## src/rtl/hazard_sched_pkg.sv

```systemverilog
// -----------------------------------------------------------------------------
// hazard_sched_pkg
// Shared definitions for the five-stage MIPS hazard controller:
//   - opcode / funct encodings of the supported instruction subset
//   - bypass-select encodings driven onto the datapath operand muxes
//   - width of the Tuse/Tnew timing values and the "source not read" marker
//   - reg_hit(): register-match helper that never matches $0
// -----------------------------------------------------------------------------
package hazard_sched_pkg;

  // Primary opcodes
  localparam logic [5:0] OP_RTYPE = 6'h00;
  localparam logic [5:0] OP_J     = 6'h02;
  localparam logic [5:0] OP_JAL   = 6'h03;
  localparam logic [5:0] OP_BEQ   = 6'h04;
  localparam logic [5:0] OP_BNE   = 6'h05;
  localparam logic [5:0] OP_ADDI  = 6'h08;
  localparam logic [5:0] OP_ADDIU = 6'h09;
  localparam logic [5:0] OP_ORI   = 6'h0D;
  localparam logic [5:0] OP_LUI   = 6'h0F;
  localparam logic [5:0] OP_LW    = 6'h23;
  localparam logic [5:0] OP_SW    = 6'h2B;

  // R-type funct codes
  localparam logic [5:0] FN_SLL  = 6'h00;
  localparam logic [5:0] FN_SRL  = 6'h02;
  localparam logic [5:0] FN_JR   = 6'h08;
  localparam logic [5:0] FN_ADD  = 6'h20;
  localparam logic [5:0] FN_ADDU = 6'h21;
  localparam logic [5:0] FN_SUB  = 6'h22;
  localparam logic [5:0] FN_SUBU = 6'h23;
  localparam logic [5:0] FN_AND  = 6'h24;
  localparam logic [5:0] FN_OR   = 6'h25;
  localparam logic [5:0] FN_XOR  = 6'h26;

  // Operand bypass selects
  typedef enum logic [1:0] {
    FWD_NONE = 2'b00,
    FWD_E    = 2'b01,
    FWD_M    = 2'b10,
    FWD_W    = 2'b11
  } fwd_sel_e;

  // Tuse / Tnew values (0..2 are real timings)
  localparam int T_W = 2;
  typedef logic [T_W-1:0] t_val_t;

  // Larger than any Tnew, so an unread source can never compare as a hazard
  localparam t_val_t TUSE_UNUSED = 2'd3;

  localparam logic [4:0] REG_RA = 5'd31;

  // True when src is a real register ($1..$31) and equals dest
  function automatic logic reg_hit(input logic [4:0] src, input logic [4:0] dest);
    return (src != '0) && (src == dest);
  endfunction

endpackage

```

## src/rtl/hazard_sched_class.sv

```systemverilog
// -----------------------------------------------------------------------------
// hz_class
// Combinational classifier for the instruction sitting in D.
//   valid, op, func, rs, rt, rd : D-stage instruction fields
//   dest                        : destination register (0 = none)
//   tnew                        : cycles after entering E until the result exists
//   tuse_rs / tuse_rt           : cycles from D until the operand is consumed
//   use_rs / use_rt             : operand is actually read
// Unknown encodings and valid=0 classify as a nop.
// -----------------------------------------------------------------------------
module hz_class
  import hazard_sched_pkg::*;
(
  input  logic       valid,
  input  logic [5:0] op,
  input  logic [5:0] func,
  input  logic [4:0] rs,
  input  logic [4:0] rt,
  input  logic [4:0] rd,
  output logic [4:0] dest,
  output t_val_t     tnew,
  output t_val_t     tuse_rs,
  output t_val_t     tuse_rt,
  output logic       use_rs,
  output logic       use_rt
);

  always_comb begin
    // NOTE: every output gets a default before the case so no path leaves
    // a value unassigned -- that is what keeps this from inferring latches.
    dest    = '0;
    tnew    = '0;
    tuse_rs = TUSE_UNUSED;
    tuse_rt = TUSE_UNUSED;
    if (valid) begin
      case (op)
        OP_RTYPE: begin
          case (func)
            FN_ADD, FN_ADDU, FN_SUB, FN_SUBU, FN_AND, FN_OR, FN_XOR: begin
              dest    = rd;
              tnew    = 2'd1;
              tuse_rs = 2'd1;
              tuse_rt = 2'd1;
            end
            FN_SLL, FN_SRL: begin
              dest    = rd;
              tnew    = 2'd1;
              tuse_rt = 2'd1;
            end
            FN_JR: tuse_rs = 2'd0;
            default: ;
          endcase
        end
        OP_ORI, OP_LUI, OP_ADDI, OP_ADDIU: begin
          dest    = rt;
          tnew    = 2'd1;
          tuse_rs = 2'd1;
        end
        OP_LW: begin
          dest    = rt;
          tnew    = 2'd2;
          tuse_rs = 2'd1;
        end
        OP_SW: begin
          tuse_rs = 2'd1;
          tuse_rt = 2'd2;
        end
        OP_BEQ, OP_BNE: begin
          tuse_rs = 2'd0;
          tuse_rt = 2'd0;
        end
        OP_JAL:  dest = REG_RA;
        default: ;
      endcase
    end
  end

  assign use_rs = (tuse_rs != TUSE_UNUSED);
  assign use_rt = (tuse_rt != TUSE_UNUSED);

endmodule

```

## src/rtl/hazard_sched.sv

```systemverilog
// -----------------------------------------------------------------------------
// hazard_sched
// Stall and forwarding controller for a five-stage F/D/E/M/W MIPS pipeline.
// Keeps a shadow of destination registers and remaining Tnew for E/M/W and
// derives the D stall plus the bypass selects for D, E and M operands.
//   clk, reset                 : clock, synchronous active-high reset
//   d_valid, d_op, d_func,
//   d_rs, d_rt, d_rd           : D-stage instruction fields
//   stall                      : freeze F/D, inject a bubble into E
//   fwd_d_rs/rt                : D bypass (00 regfile, 01 E, 10 M, 11 W)
//   fwd_e_rs/rt                : E bypass (00 pipe, 10 M, 11 W)
//   fwd_m_rt                   : M store-data bypass (00 pipe, 11 W)
//   e_dest, m_dest, w_dest     : shadow destinations (debug)
//   stall_cnt                  : saturating stall-cycle counter
// -----------------------------------------------------------------------------
module hazard_sched
  import hazard_sched_pkg::*;
#(
  parameter int CNT_W = 32
) (
  input  logic             clk,
  input  logic             reset,
  input  logic             d_valid,
  input  logic [5:0]       d_op,
  input  logic [5:0]       d_func,
  input  logic [4:0]       d_rs,
  input  logic [4:0]       d_rt,
  input  logic [4:0]       d_rd,
  output logic             stall,
  output logic [1:0]       fwd_d_rs,
  output logic [1:0]       fwd_d_rt,
  output logic [1:0]       fwd_e_rs,
  output logic [1:0]       fwd_e_rt,
  output logic [1:0]       fwd_m_rt,
  output logic [4:0]       e_dest,
  output logic [4:0]       m_dest,
  output logic [4:0]       w_dest,
  output logic [CNT_W-1:0] stall_cnt
);

  logic [4:0] d_dest;
  t_val_t     d_tnew, d_tuse_rs, d_tuse_rt;
  logic       d_use_rs, d_use_rt;

  hz_class u_class (
    .valid   (d_valid),
    .op      (d_op),
    .func    (d_func),
    .rs      (d_rs),
    .rt      (d_rt),
    .rd      (d_rd),
    .dest    (d_dest),
    .tnew    (d_tnew),
    .tuse_rs (d_tuse_rs),
    .tuse_rt (d_tuse_rt),
    .use_rs  (d_use_rs),
    .use_rt  (d_use_rt)
  );

  // Unread sources collapse to $0 so they can never match or forward
  logic [4:0] d_src_rs, d_src_rt;
  assign d_src_rs = d_use_rs ? d_rs : 5'd0;
  assign d_src_rt = d_use_rt ? d_rt : 5'd0;

  // Shadow state: e_tnew/m_tnew hold the cycles still needed in that stage;
  // W never needs a counter because every result exists by then.
  t_val_t     e_tnew, m_tnew;
  logic [4:0] e_rs, e_rt, m_rt;

  // Nearest producer wins; a producer still computing gives 00 and the
  // operand is repaired by a later-stage bypass.
  function automatic fwd_sel_e nearest_src(
    input logic [4:0] src,
    input logic [4:0] ed,
    input logic [4:0] md,
    input logic [4:0] wd,
    input t_val_t     et,
    input t_val_t     mt
  );
    fwd_sel_e sel;
    sel = FWD_NONE;
    if (reg_hit(src, ed)) begin
      if (et == '0) sel = FWD_E;
    end else if (reg_hit(src, md)) begin
      if (mt == '0) sel = FWD_M;
    end else if (reg_hit(src, wd)) begin
      sel = FWD_W;
    end
    return sel;
  endfunction

  logic stall_rs, stall_rt;
  assign stall_rs = (reg_hit(d_src_rs, e_dest) && (d_tuse_rs < e_tnew)) ||
                    (reg_hit(d_src_rs, m_dest) && (d_tuse_rs < m_tnew));
  assign stall_rt = (reg_hit(d_src_rt, e_dest) && (d_tuse_rt < e_tnew)) ||
                    (reg_hit(d_src_rt, m_dest) && (d_tuse_rt < m_tnew));
  assign stall    = stall_rs || stall_rt;

  // Downstream paths reuse the same rule with the nearer stages masked off
  assign fwd_d_rs = nearest_src(d_src_rs, e_dest, m_dest, w_dest, e_tnew, m_tnew);
  assign fwd_d_rt = nearest_src(d_src_rt, e_dest, m_dest, w_dest, e_tnew, m_tnew);
  assign fwd_e_rs = nearest_src(e_rs, 5'd0, m_dest, w_dest, '0, m_tnew);
  assign fwd_e_rt = nearest_src(e_rt, 5'd0, m_dest, w_dest, '0, m_tnew);
  assign fwd_m_rt = nearest_src(m_rt, 5'd0, 5'd0, w_dest, '0, '0);

  always_ff @(posedge clk) begin
    // NOTE: the shadow is a handful of flops, not a memory, so all of it is
    // cleared here; a reset coinciding with a stall simply empties the pipe.
    if (reset) begin
      e_dest    <= '0;
      e_tnew    <= '0;
      e_rs      <= '0;
      e_rt      <= '0;
      m_dest    <= '0;
      m_tnew    <= '0;
      m_rt      <= '0;
      w_dest    <= '0;
      stall_cnt <= '0;
    end else begin
      // NOTE: non-blocking assignments let M and W sample the pre-edge E/M
      // values, so the shift below is order-independent.
      if (stall) begin
        e_dest <= '0;
        e_tnew <= '0;
        e_rs   <= '0;
        e_rt   <= '0;
      end else begin
        e_dest <= d_dest;
        e_tnew <= d_tnew;
        e_rs   <= d_src_rs;
        e_rt   <= d_src_rt;
      end
      m_dest <= e_dest;
      m_tnew <= (e_tnew == '0) ? '0 : e_tnew - t_val_t'(1);
      m_rt   <= e_rt;
      w_dest <= m_dest;
      if (stall && (stall_cnt != '1)) stall_cnt <= stall_cnt + CNT_W'(1);
    end
  end

endmodule
```

## config.mk

```make
export PLATFORM = sky130hd
export DESIGN_NAME = hazard_sched
export DESIGN_NICKNAME = d
export VERILOG_FILES = /design/src/rtl/hazard_sched_pkg.sv /design/src/rtl/hazard_sched_class.sv /design/src/rtl/hazard_sched.sv
export SDC_FILE = /design/constraint.sdc
export NUM_CORES = 1
export LEC_CHECK = 0
export ABC_AREA = 1
export CAP_MARGIN = 10
export CORE_UTILIZATION = 24
export DETAILED_ROUTE_END_ITERATION = 16
export PLACE_DENSITY = 0.42
export SLEW_MARGIN = 20
export SYNTH_ARGS = -nofsm -noshare
export SYNTH_HDL_FRONTEND = slang
export SYNTH_SLANG_ARGS = --single-unit
```

## constraint.sdc

```tcl
create_clock -name clk -period 3.9 [get_ports clk]
set_input_delay 0.975 -clock clk [delete_from_list [all_inputs] [get_ports clk]]
set_output_delay 0.975 -clock clk [all_outputs]
set_load 0.02 [all_outputs]
```

* After elaboration in Yosys (flattened, before gate mapping)
Cells that the tools add are included.
** Word-level totals
- Bits of input ports :: 30
- Word-level logic and storage cells :: 119
- Output and inout bits :: 58
- Bits in registers :: 66
** Operators by class
- Bitwise logic cells :: 1
- Muxes and demuxes :: 28
- Reduce and logical (&&, ||, !) cells :: 43
- $add $sub $neg :: 2
- Eq/ne operators :: 32
- Order comparisons :: 4
** Operators by type and width (count)
- == test 5 bit :: 11
- == test 6 bit, second input constant :: 9
- two-way mux 2 bit :: 18
- adder 32 x 1 -> 32 bit, second input constant :: 1
- != test 32 bit, second input constant :: 1
- == test 6 x 4 -> 1 bit, second input constant :: 5
- nonzero test 5 bit :: 5
- logical AND 1 bit :: 19
- one-hot mux 2 bit (3 select lines) :: 3
- zero test 5 bit :: 3
- two-way mux 5 bit :: 3
- one-hot mux 5 bit (3 select lines) :: 1
- == test 6 x 2 -> 1 bit, second input constant :: 2
- == test 6 x 3 -> 1 bit, second input constant :: 2
- zero test 6 bit :: 2
- OR reduction 9 bit :: 1
- less-than comparator 2 bit :: 4
- OR reduction 7 bit :: 1
- OR reduction 2 bit :: 3
- OR reduction 6 bit :: 1
- OR reduction 5 bit :: 1
- zero test 2 bit :: 2
- != test 2 bit, second input constant :: 2
- one-hot mux 2 bit (2 select lines) :: 1
- 6 further kinds :: 9

* Logic depth before layout (Yosys ltp)
Gate-level depths: netlist (run 1).
- Word-level depth :: 13
- Gate-level depth with buffers :: 20
- Gate-level depth less buffers :: 20

* Hierarchy
From an unflattened synthesis (run 1), not the netlist that was laid out.
** Second synthesis, totals
- Cell total of the unflattened synthesis :: 725
- Area, all modules :: 4489.3 um^2
** By module, submodules not included
- hazard_sched :: seq. area each 1321.3 um^2, times used 1, cells each 637, area each 4053.9 um^2
- hz_class :: seq. area each 0.0 um^2, times used 1, cells each 88, area each 435.4 um^2

* Least setup slack after synthesis (run 1)
No wires, ideal clock.
- Path type :: input -> output
- Start point :: input d_op[5]
- End point :: output fwd_d_rt[1]
- Setup slack :: 192 ps
- Data required time :: 2925 ps
- Path buffers :: 0
- Arrival time :: 2733 ps
- Cell stages on the path :: 14
- Cells stage by stage :: nor2_2 nand3_1 inv_2 nand2_1 nand2_1 nand2_2 nand2_4 nand2_1 nand2_1 nand2_1 or3b_2 nor2_1 nand3b_1 o31ai_1
** Between the ends
- Word-level cells in the longest chain between the ends :: 11
- Elaborated cells on any way between the ends :: 19
- Those cells by class :: 7 x eq/ne; 6 x mux; 6 x reduce/logical
** RTL lines
- start: declaration :: line hazard_sched.sv:24 : input logic [5:0] d_op,
- == test 6 x 3 -> 1 bit :: line hazard_sched_class.sv:36 : case (op)
- OR reduction 2 bit :: line hazard_sched_class.sv:36
- one-hot mux 2 bit (3 select lines) * :: line hazard_sched_class.sv:36
- two-way mux 2 bit * :: line hazard_sched_class.sv:35 : if (valid) begin
- != test 2 bit * :: line hazard_sched_class.sv:79 : assign use_rt = (tuse_rt != TUSE_UNUSED);
- two-way mux 5 bit * :: line hazard_sched.sv:63 : assign d_src_rt = d_use_rt ? d_rt : 5'd0;
- == test 5 bit or nonzero test 5 bit (tied branches) :: line hazard_sched_pkg.sv:55 : return (src != '0) && (src == dest);
- logical AND 1 bit :: line hazard_sched_pkg.sv:55
- two-way mux 2 bit :: line hazard_sched.sv:86 : end else if (reg_hit(src, wd)) begin
- two-way mux 2 bit :: line hazard_sched.sv:84 : end else if (reg_hit(src, md)) begin
- two-way mux 2 bit * :: line hazard_sched.sv:82 : if (reg_hit(src, ed)) begin
- end: declaration :: line hazard_sched.sv:31 : output logic [1:0] fwd_d_rt,
Mark *: on every way between the ends. The rest lies on a longest branch, timed or not.

* Worst setup path after layout (run 1)
- Start point :: input d_op[3]
- End point :: output fwd_d_rt[1]
The elaborated chain is that of the path after synthesis.

==> results.toml, run 1 <==
[setup_path]
timing.critical_path.max_delay_family = "simple AND/OR/NAND/NOR gates"
timing.critical_path.from = "d_op[3]"
cp_common_cell = "sky130_fd_sc_hd__nand2_4"
worstSetupPathType = "primary input to primary output"
critical_r2r_capture = "stall_cnt[5]"
timing.reg2reg.setup_slack_ns = 0.52
worst-path-max-fanout = 6
reg2reg_depth = 15
crit_required_ns = 2.92
end_kind = "primary output"
cp_cell_sequence = "buf_6 -> inv_1 -> nor2_2 -> nand3_2 -> nand2_4 -> inv_2 -> nand2_2 -> nand2_4 -> nand2_8 -> nand2_4 -> buf_12 -> xor2_2 -> nor4_2 -> buf_4 -> nand3b_1 -> o31ai_1 -> buf_2"
timing.critical_path.from_type = "primary input"
worst_setup_path_endpoint = "fwd_d_rt[1]"
crit_cells = 17
timing.rr.start = "stall_cnt[0]"
cp_data_arrival_time_ns = 2.92
cpMaxStageDelayCell = "sky130_fd_sc_hd__nor4_2"
cp.buffers_inverters = 6
critPathMaxStageDelay_ns = 0.28

[timing]
final.hold.worst_slack_ns = 0.482
tightestPinTransition_ns = 0.802
min_period_ns = 3.90
clock.fmax_mhz = 257
maxSlewHeadroom = 0.463
finalCritPeriodShare = 1.00
setup_viol_count_final = 0
finClkSkew_ns = 0.00592
final-max-slew-violation-count = 0
rsz0062_at_grt = "true"
final-hold-violation-count = 0

[detailed_routing]
routed_wirelength_um = 16400
dr.pass1.iters = 7
wl_per_cell_um = 15.7
drt-vias-per-instance = 4.71
drcViolationCount = 0
ant_nets = 0
via_count = 4933
drt_first_iter_violations = 312

[synthesis]
synth.cell_area_um2 = 4440
ys_ff_latch = 66
post_synth_inst_count = 664
post_synth.cell_area_avg_um2 = 6.68
synthesis.nets = 700
cell_accounting_for_the_most_synthesized_area = "sky130_fd_sc_hd__dfxtp_1"
synth_seq_area_share = 0.298
yosysWarnings = 0
yosys-top-cells-area = "sky130_fd_sc_hd__dfxtp_1, sky130_fd_sc_hd__nand2_1, sky130_fd_sc_hd__xor2_1"
synth.distinct_cells = 38
yosys_top_cell_area_share = 0.298

[clock_tree]
cts_tree = "yes"
cts-htree-levels = 3
cts_max_path_buffers = 2
clock_insertion_delay_worst_skew_ns = 0.34
cts_buffers = 9
clk_root_buffer_cell = "sky130_fd_sc_hd__clkbuf_16"
cts.sink_count = 66
cts-hold-fix-buffers = 0
path_clk_slew_ns = 0.06

[global_route]
grt_pass1_vias = 4702
grt_usage = 0.177
antenna_found_initial = 0
grt_remaining_overflow = 0
grt_start_max_net_pins = 48
global_route_wire_length_before_repair_um = 25400

[final_layout]
fin_nets = 849
final_core_util = 0.364
area_growth_from_synthesis_to_final_layout_pct = 48.0
antennaDiodeCount = 0
layout_cell_share_with_drive_strength_beyond_1 = 0.233

[placed_design]
gp_weighted_congestion = 0.910
place_hpwl_um = 12400
port-buffer-count = 87

[pwr]
p_sw_frac = 0.275
share_clk_of_total_power = 0.441
vdd_ir_drop_max_mv = 0.189
cell_internal_pwr_w = 0.00123
seq_power_share = 0.403
combPwrFrac = 0.156
power_per_standard_cell_area_nw_per_um2 = 258
static-leakage-power_nw = 2.65
net-switching-power_w = 0.000467

[min_path]
min-delay-path-class = "register to register"

[run_status]
run_status = "complete, no violations"

[floorplanning]
core-area_um2 = 18000
die_area_um2 = 19000
floorplan.initialDensity = 0.246
rows = 49
fp.dieH_um = 138
fp.dieW_um = 138
pin_count = 88

[job]
cap_violations = 0
cells in the mapped netlist (all sizes together):
master     n
a221oi     4
mux2i      2
nand4     28
and2       2
or3        1
or3b       1
dfxtp     66
xnor2     22
nor3b      2
ha         6
nand3b     1
a21oi     38
nand2    174
o31ai      2
o41ai      1
inv       60
clkbuf     7
buf       15
nor2      92
a2111oi    1
o21ai      4
nand3     68
or2        2
xor2      38
nor4       9
nor3      18
worst reg2reg max path: cells and delay by family (launching register included):
family / cells / cell delay [ns]
compound gates: 2 / 0.56
fa+ha+maj: 1 / 0.31
buf+inv: 1 / 0.28
flops: 1 / 0.47
simple gates: 11 / 1.68
power groups by stage:
stage	registers [W]	clock network, W	logic [W]
2_1_floorplan	0.000699	0	0.000106
3_3_place_gp	0.000699	0	0.000224
3_5_place_dp	0.000699	0	0.000225
4_1_cts	0.000684	0.000770	0.000244
5_1_grt	0.000684	0.000791	0.000285
6_report	0.000684	0.000749	0.000264
worst min-delay path by stage:
| stage | cells past startpoint | endpoint | start |
|---|---|---|---|
| 2_1_floorplan | 1 | m_tnew[0] | e_tnew[0] |
| 3_3_place_gp | 2 | m_rt[4] | e_rt[4] |
| 3_5_place_dp | 2 | m_rt[4] | e_rt[4] |
| 4_1_cts | 2 | m_rt[4] | e_rt[4] |
| 5_1_grt | 2 | m_rt[3] | e_rt[3] |
| 6_report | 2 | m_rt[4] | e_rt[4] |
cell families (layout without fill, tap and decap cells):
group	Yosys count	count (layout)	share of synthesized area
mux	2	2	0.00451
simple gates	398	400	0.416
fa+ha+maj	6	6	0.0169
buf+inv	82	234	0.0818
xor+xnor	60	60	0.118
compound gates	50	50	0.0651
flops	66	66	0.298
cell type report:
type,instances,area [µm²]
fill,1949,11500
tap,229,287
clock inverter,7,46.3
inverter,60,230
clock buffer,9,225
sequential,66,1320
multi-input combinational,518,3040
timing repair buffer,158,1420
state kept, by name, summed over array words and instances, names as in the netlist:
name and count:
e_dest 5, w_dest 5, m_tnew 2, m_dest 5, stall_cnt 32, e_rs 5
e_tnew 2, e_rt 5, m_rt 5
routing by layer:
| metal | global-route usage | up-vias | part of all wire |
|---|---|---|---|
| met2 | 0.291 | 135 | 0.47 |
| li1 | - | 2481 | - |
| met5 | 0 | - | 0 |
| met4 | 0.0574 | 0 | 0.020 |
| met3 | 0.0307 | 24 | 0.049 |
| met1 | 0.234 | 2293 | 0.46 |
stage by stage:
step | TNS, ns | power (W) | std cells | setup slack, ns | area, µm²
2_1_floorplan | 0 | 0.000805 | 664 | 0.192 | 4440
3_3_place_gp | -8.10 | 0.000923 | 1015 | -0.944 | 5900
3_5_place_dp | -10.36 | 0.000924 | 1015 | -0.982 | 5900
4_1_cts | -0.0120 | 0.00170 | 1042 | -0.0120 | 6400
5_1_grt | -0.519 | 0.00176 | 1047 | -0.136 | 6570
6_report | 0 | 0.00170 | 1047 | 0.00164 | 6570
cells in the final DEF, fill, tap and decap left out, drive strengths merged, types with 6 or more instances in the layout:
cell type / n
clkdlybuf4s50: 69
dfxtp: 66
a21oi: 38
xnor2: 22
nor3: 18
xor2: 38
ha: 6
nor4: 9
clkbuf: 10
buf: 86
nand2: 176
nand3: 68
inv: 59
nor2: 92
nand4: 28
clkinv: 8
timing repair:
action | CTS | global route
setup endpoints to repair | 5 | 5
gates cloned | 1 | 1
gates resized for setup | 125 | 32
pin swaps | 33 | 16
buffers inserted | 10 | 5
No activity file was read; power rests on OpenSTA's default activity.
==> inputs of run 2 (changes only) <==
--- a/config.mk
+++ b/config.mk
@@ -8,6 +8,7 @@
 export ABC_AREA = 1
 export CAP_MARGIN = 10
 export CORE_UTILIZATION = 24
+export CTS_BUF_LIST = sky130_fd_sc_hd__clkbuf_8 sky130_fd_sc_hd__clkbuf_16
 export DETAILED_ROUTE_END_ITERATION = 16
 export PLACE_DENSITY = 0.42
 export SLEW_MARGIN = 20
==> results of run 2 <==
Final layout, timing and power as in run 1 (identical DEF).
